===== src/rtl/operand_fwd_mod.sv =====
`default_nettype none
// +--------------------------------------------------------------------------+
// | Module   : operand_fwd_mod                                               |
// | Purpose  : Holds the MEM and WB pipeline registers behind an ALU, the    |
// |            architectural carry/overflow flag register, and selects       |
// |            forwarded operands (data plus {V,C}) for the ALU inputs.      |
// |                                                                          |
// | Ports    : clk, rst                  - clock, async active-high reset    |
// |            ex_valid_i, ex_rd_i,                                          |
// |            ex_result_i, ex_C_flag_i,                                     |
// |            ex_V_flag_i, ex_flag_we_i - EX-stage result and write intent  |
// |            stall_i                   - hold MEM, WB and flags            |
// |            flush_i                   - kill the EX-to-MEM capture        |
// |            rs1_i, rs2_i              - decode source register indices    |
// |            rf_rs1_data_i,                                                |
// |            rf_rs2_data_i             - register-file read data           |
// |            alu_srcA_o, alu_srcB_o    - operands {V, C, data[31:0]}       |
// |            wb_valid_o, wb_rd_o,                                          |
// |            wb_data_o                 - register-file write port          |
// |            flag_C_o, flag_V_o        - architectural flag register       |
// |                                                                          |
// | Revision : 1.0 - initial release                                         |
// +--------------------------------------------------------------------------+
module operand_fwd_mod #(
  parameter int REG_IDX_W   = 4,
  parameter int ZERO_REG_EN = 1
) (
  input  logic                 clk,
  input  logic                 rst,

  input  logic                 ex_valid_i,
  input  logic [REG_IDX_W-1:0] ex_rd_i,
  input  logic [31:0]          ex_result_i,
  input  logic                 ex_C_flag_i,
  input  logic                 ex_V_flag_i,
  input  logic                 ex_flag_we_i,

  input  logic                 stall_i,
  input  logic                 flush_i,

  input  logic [REG_IDX_W-1:0] rs1_i,
  input  logic [REG_IDX_W-1:0] rs2_i,
  input  logic [31:0]          rf_rs1_data_i,
  input  logic [31:0]          rf_rs2_data_i,

  output logic [33:0]          alu_srcA_o,
  output logic [33:0]          alu_srcB_o,

  output logic                 wb_valid_o,
  output logic [REG_IDX_W-1:0] wb_rd_o,
  output logic [31:0]          wb_data_o,

  output logic                 flag_C_o,
  output logic                 flag_V_o
);

  localparam bit c_zero_reg = (ZERO_REG_EN != 0);

  // --------------------------------------------------------------------------
  // Pipeline state
  // --------------------------------------------------------------------------
  logic                 r_mem_valid;
  logic [REG_IDX_W-1:0] r_mem_rd;
  logic [31:0]          r_mem_result;
  logic                 r_mem_c;
  logic                 r_mem_v;
  logic                 r_mem_flag_we;

  logic                 r_wb_valid;
  logic [REG_IDX_W-1:0] r_wb_rd;
  logic [31:0]          r_wb_result;
  logic                 r_wb_c;
  logic                 r_wb_v;
  logic                 r_wb_flag_we;

  logic                 r_flag_c;
  logic                 r_flag_v;

  // Flags retire from MEM, so the WB copies of C/V/flag_we are carried only
  // to keep the retired record complete; nothing downstream consumes them.
  logic                 w_wb_unused;
  assign w_wb_unused = ^{r_wb_c, r_wb_v, r_wb_flag_we};

  // A MEM entry only writes the flags when it is a real instruction.
  logic w_mem_flag_commit;
  assign w_mem_flag_commit = r_mem_valid & r_mem_flag_we;

  always_ff @(posedge clk or posedge rst) begin
    if (rst) begin
      r_mem_valid   <= 1'b0;
      r_mem_rd      <= '0;
      r_mem_result  <= '0;
      r_mem_c       <= 1'b0;
      r_mem_v       <= 1'b0;
      r_mem_flag_we <= 1'b0;
      r_wb_valid    <= 1'b0;
      r_wb_rd       <= '0;
      r_wb_result   <= '0;
      r_wb_c        <= 1'b0;
      r_wb_v        <= 1'b0;
      r_wb_flag_we  <= 1'b0;
      r_flag_c      <= 1'b0;
      r_flag_v      <= 1'b0;
    end else if (!stall_i) begin
      // Advance: EX -> MEM, MEM -> WB. A flush only suppresses the new MEM
      // entry; the entry already in MEM still retires normally.
      r_mem_valid   <= ex_valid_i & ~flush_i;
      r_mem_rd      <= ex_rd_i;
      r_mem_result  <= ex_result_i;
      r_mem_c       <= ex_C_flag_i;
      r_mem_v       <= ex_V_flag_i;
      r_mem_flag_we <= ex_flag_we_i;

      r_wb_valid    <= r_mem_valid;
      r_wb_rd       <= r_mem_rd;
      r_wb_result   <= r_mem_result;
      r_wb_c        <= r_mem_c;
      r_wb_v        <= r_mem_v;
      r_wb_flag_we  <= r_mem_flag_we;

      if (w_mem_flag_commit) begin
        r_flag_c <= r_mem_c;
        r_flag_v <= r_mem_v;
      end
    end else if (flush_i) begin
      // Stalled but flushed: only the MEM entry is killed, everything else
      // (including WB and the flag register) holds.
      r_mem_valid <= 1'b0;
    end
  end

  // --------------------------------------------------------------------------
  // Forwarded flags: the youngest flag writer in flight overrides the
  // architectural flags. Only MEM can hold an uncommitted flag write.
  // --------------------------------------------------------------------------
  logic w_fwd_c;
  logic w_fwd_v;
  assign w_fwd_c = w_mem_flag_commit ? r_mem_c : r_flag_c;
  assign w_fwd_v = w_mem_flag_commit ? r_mem_v : r_flag_v;

  // --------------------------------------------------------------------------
  // Operand data selection, one identical mux per source operand.
  // Priority: zero register, MEM (youngest), WB, register file.
  // --------------------------------------------------------------------------
  logic [REG_IDX_W-1:0] w_src_idx [2];
  logic [31:0]          w_src_rf  [2];

  assign w_src_idx[0] = rs1_i;
  assign w_src_idx[1] = rs2_i;
  assign w_src_rf[0]  = rf_rs1_data_i;
  assign w_src_rf[1]  = rf_rs2_data_i;

  for (genvar g = 0; g < 2; g++) begin : g_operand
    logic        w_is_zero;
    logic        w_hit_mem;
    logic        w_hit_wb;
    logic [31:0] w_data;

    assign w_is_zero = c_zero_reg && (w_src_idx[g] == '0);
    assign w_hit_mem = r_mem_valid && (r_mem_rd == w_src_idx[g]);
    assign w_hit_wb  = r_wb_valid  && (r_wb_rd  == w_src_idx[g]);

    assign w_data = w_is_zero ? 32'd0        :
                    w_hit_mem ? r_mem_result :
                    w_hit_wb  ? r_wb_result  :
                                w_src_rf[g];
  end

  assign alu_srcA_o = {w_fwd_v, w_fwd_c, g_operand[0].w_data};
  assign alu_srcB_o = {w_fwd_v, w_fwd_c, g_operand[1].w_data};

  // --------------------------------------------------------------------------
  // Register-file write port and architectural flags, straight from state.
  // --------------------------------------------------------------------------
  assign wb_valid_o = r_wb_valid;
  assign wb_rd_o    = r_wb_rd;
  assign wb_data_o  = r_wb_result;

  assign flag_C_o   = r_flag_c;
  assign flag_V_o   = r_flag_v;

endmodule
`default_nettype wire


===== config.mk =====
export PLATFORM = sky130hd
export DESIGN_NAME = operand_fwd_mod
export DESIGN_NICKNAME = d
export VERILOG_FILES = /design/src/rtl/operand_fwd_mod.sv
export SDC_FILE = /design/constraint.sdc
export NUM_CORES = 1
export LEC_CHECK = 0
export BUFFER_PORTS_ARGS = -buffer_cell sky130_fd_sc_hd__buf_2
export CAP_MARGIN = 20
export CORE_MARGIN = 1
export CORE_UTILIZATION = 25
export DETAILED_ROUTE_END_ITERATION = 8
export PLACE_DENSITY_LB_ADDON = 0.12
export REMOVE_ABC_BUFFERS = 1
export SETUP_SLACK_MARGIN = 0.1
export SYNTH_ARGS = -nofsm -noshare
export SYNTH_HDL_FRONTEND = slang
export SYNTH_SLANG_ARGS = --single-unit

===== constraint.sdc =====
create_clock -name clk -period 2.9 [get_ports clk]
set_input_delay 0.58 -clock clk [delete_from_list [all_inputs] [get_ports clk]]
set_output_delay 0.58 -clock clk [all_outputs]
set_load 0.05 [all_outputs]

==> key figures <==
Routing
  • DRT iter0 DRCs: ~290
  • Routed Antenna Nets: 0
  • Vias per cell: 5.610
  • Remaining DRCs: 0
  • Post-detailed-route wirelength per cell: 22.16 um
  • Drt pass-1 iters: 4
  • Final wirelength: around 22 mm
  • Vias post-DR: approximately 5700

Final layout
  • Final #Nets: 847
  • Design area: 7571 um2
  • Layout area overhead: 37.74%
  • Final std cells w/o fill: 1009
  • # fillers: 2174
  • Final Core Density: 0.3557
  • Layout cells sized above 1: 0.5675

Run status
  • Status: finished clean

Yosys
  • Post-synth cell types: 28
  • EDFF count, synth: 0
  • Synth area leaders: dfrtp_1 36%, mux2_2 16%, o31ai_1 13%, a31oi_1 7.3%, nand4_1 7.3%
  • Top-area cell type share of the netlist area: 0.3597
  • Synthesis Warnings: 0
  • Mapped Area: 5497 um2
  • Synth Area per Inst: between 10 and 15 um2
  • Synth top cells by count: 98 x o31ai_1, 80 x mux2_2, 79 x dfrtp_1
  • Syn Inst Count: 539
  • Sequential fraction of the synthesis area: 0.3597
  • Prevailing post-synth register cell: dfrtp_1
  • Post-synthesis register bit count: 79
  • Ys async rst share: 1.000
  • Leading area contributor after synthesis: dfrtp_1
  • Most common cell in the netlist: o31ai_1

Worst setup path
  • Worst Setup End Kind: primary output
  • Setup crit start kind: flop
  • Worst-case reg-to-reg path depth: 3
  • Reg2reg end: flag_C_o
  • Critical Setup Path Class: flop to primary output
  • CP Max Fanout: 16
  • Reg-to-Reg Start: r_mem_valid
  • WP data required: 2.32 ns
  • Reg2reg setup slack: 1.57 ns
  • WP data arrival: 2.13 ns

Global routing
  • Initial antenna violation count: 1
  • First-pass GRT wire length: 33.12 mm
  • Pin count of the biggest net entering global routing: 42
  • GRT overflow: 0
  • Vias in the first global route: 5790
  • Global Route Usage Sum: 0.1953

Placed design
  • Post-DP Area: 7091 um2
  • Pre-CTS setup slack: 0.08243 ns
  • Cells after DPL: 994
  • PortBufs: 222
  • Hpwl dp: ~16 mm
  • Placer Congestion: roughly 0.8

Clock tree
  • Clk sinks: 79
  • CTS tree: yes
  • Post-cts hold buffer count: 0
  • Reg clk slew, reported paths: 0.06 ns
  • Htree depth: 3
  • Total CTS buffers: 9
  • Clk Latency, worst-skew pair: 0.34 ns
  • Clock Tree Root: clkbuf_16
  • CTS max path bufs: 2

STA
  • Hold Fails Final Rpt: 0
  • Slew margin rel.: 0.5190
  • Final worst slack: about 0.19 ns
  • Slew Limit Fails: 0
  • F_max: ~0.37 GHz
  • Setup violators final: 0
  • Sum of negative setup slack: 0 ns
  • Final Critical Period: 2.706 ns
  • Setup repair after global routing missed its margin: true
  • Final worst-path cycle share: 0.9330
  • Max Clock Skew: roughly 0.0049 ns
  • Worst Tran Pin Value: between 0.7 and 0.8 ns

Power and ir drop
  • Pwr Density: 593.5 nW/um2
  • Leakage power: 3.034 nW
  • Maximum vdd drop: around 0.54 mV

Die
  • # rows: 53
  • Die height: 150.3 um
  • I/O Pins: 223
  • Overall die width: between 150 and 200 um
  • Initial core utilization: 0.2582
  • Die ar.: 22580 um2
  • Core area: about 21000 um2

Job
  • Maximum capacitance violations: 0

Min path
  • Hold Crit Class: input port to async pin
through the flow:
| stage | power, mW | hold WS [ns] |
|---|---|---|
| 6_report | 4.493 | 0.3237 |
| 5_1_grt | 4.708 | 0.3721 |
| 4_1_cts | 4.497 | 0.3477 |
| 3_5_place_dp | 3.419 | 0.4942 |
| 3_3_place_gp | 3.398 | 0.4853 |
| 2_1_floorplan | 2.655 | 0.4753 |
cell families (layout without fill, tap and decap cells):
family / after synthesis / count (layout) / share of synthesized area
flops: 79 / 79 / 0.3597
simple gates: 88 / 88 / 0.09993
compound gates: 196 / 196 / 0.2839
xor+xnor: 12 / 12 / 0.01912
mux: 81 / 81 / 0.1657
buf+inv: 83 / 277 / 0.07171
other cells: 0 / 1 / 0
critical path: stages, from the launching register on:
cell     delay [ns]
dfrtp_1        0.44
xnor2_1        0.21
nand3_2        0.15
or2_2          0.33
buf_4          0.21
a31oi_2        0.20
buf_4          0.24
where the power goes:
group	switching (mW)	total, mW	leakage [nW]	internal (mW)
Clock	0.436	1.02	0.127	0.586
Combinational	1.45	2.05	1.98	0.600
Sequential	0.172	1.42	0.926	1.25
flip-flops by register name (all words and copies together) (netlist names):
name           count
r_mem_result      32
wb_data_o         32
r_mem_rd           4
wb_rd_o            4
flag_C_o           1
flag_V_o           1
r_mem_c            1
r_mem_flag_we      1
r_mem_v            1
r_mem_valid        1
wb_valid_o         1
worst max-delay path by stage:
| stage | startpoint | to | slack (ns) | cells after the start |
|---|---|---|---|---|
| final | r_mem_rd[0] | alu_srcB_o[19] | 0.19 | 6 |
| after global routing | wb_rd_o[1] | alu_srcA_o[29] | 0.07 | 6 |
| after CTS | r_mem_rd[1] | alu_srcB_o[5] | 0.12 | 6 |
| after detailed placement | rs1_i[0] | alu_srcA_o[13] | 0.08 | 7 |
| after global placement | rs1_i[0] | alu_srcA_o[13] | 0.12 | 7 |
| after floorplan | wb_rd_o[1] | alu_srcB_o[29] | -1.84 | 3 |
per-layer routing:
layer	global-route usage	wire (um)	share of wire
met5	0	0	0
met4	0.07828	481	0.022
met3	0.04273	1513	0.068
met2	0.3256	10840	0.48
met1	0.2434	9524	0.43
what timing repair did:
item,CTS,global route
endpoints found under the setup margin,64,43
pin swaps,1,0
gates resized for setup,26,60
buffers inserted,1,0
layout by cell type (no fill, tap or decap), types with 3 or more instances in the layout:
cell / n
buf_2: 172
o31ai_1: 91
mux2_2: 80
dfrtp_1: 76
nand4_1: 64
a31oi_1: 61
buf_4: 57
o31ai_2: 36
clkbuf_4: 20
clkbuf_16: 9
buf_12: 9
xnor2_1: 7
nor2b_1: 5
nand2b_1: 4
xnor2_2: 3
a31oi_2: 3
clkinv_2: 3
buf_8: 3
dfrtp_2: 3
layout make-up:
cell class              count  area [um2]  share of cell area
clock buffers              11       242.7             0.03206
repair buffers            261        1664              0.2198
well taps                 275       344.1             0.04545
multi-input cells         377        3314              0.4378
diodes                      1       2.502           0.0003305
inverters                   3       12.51            0.001653
clock inverters             2       10.01            0.001322
flip-flops and latches     79        1981              0.2616
Note: power is estimated with default switching activity, not from simulation.
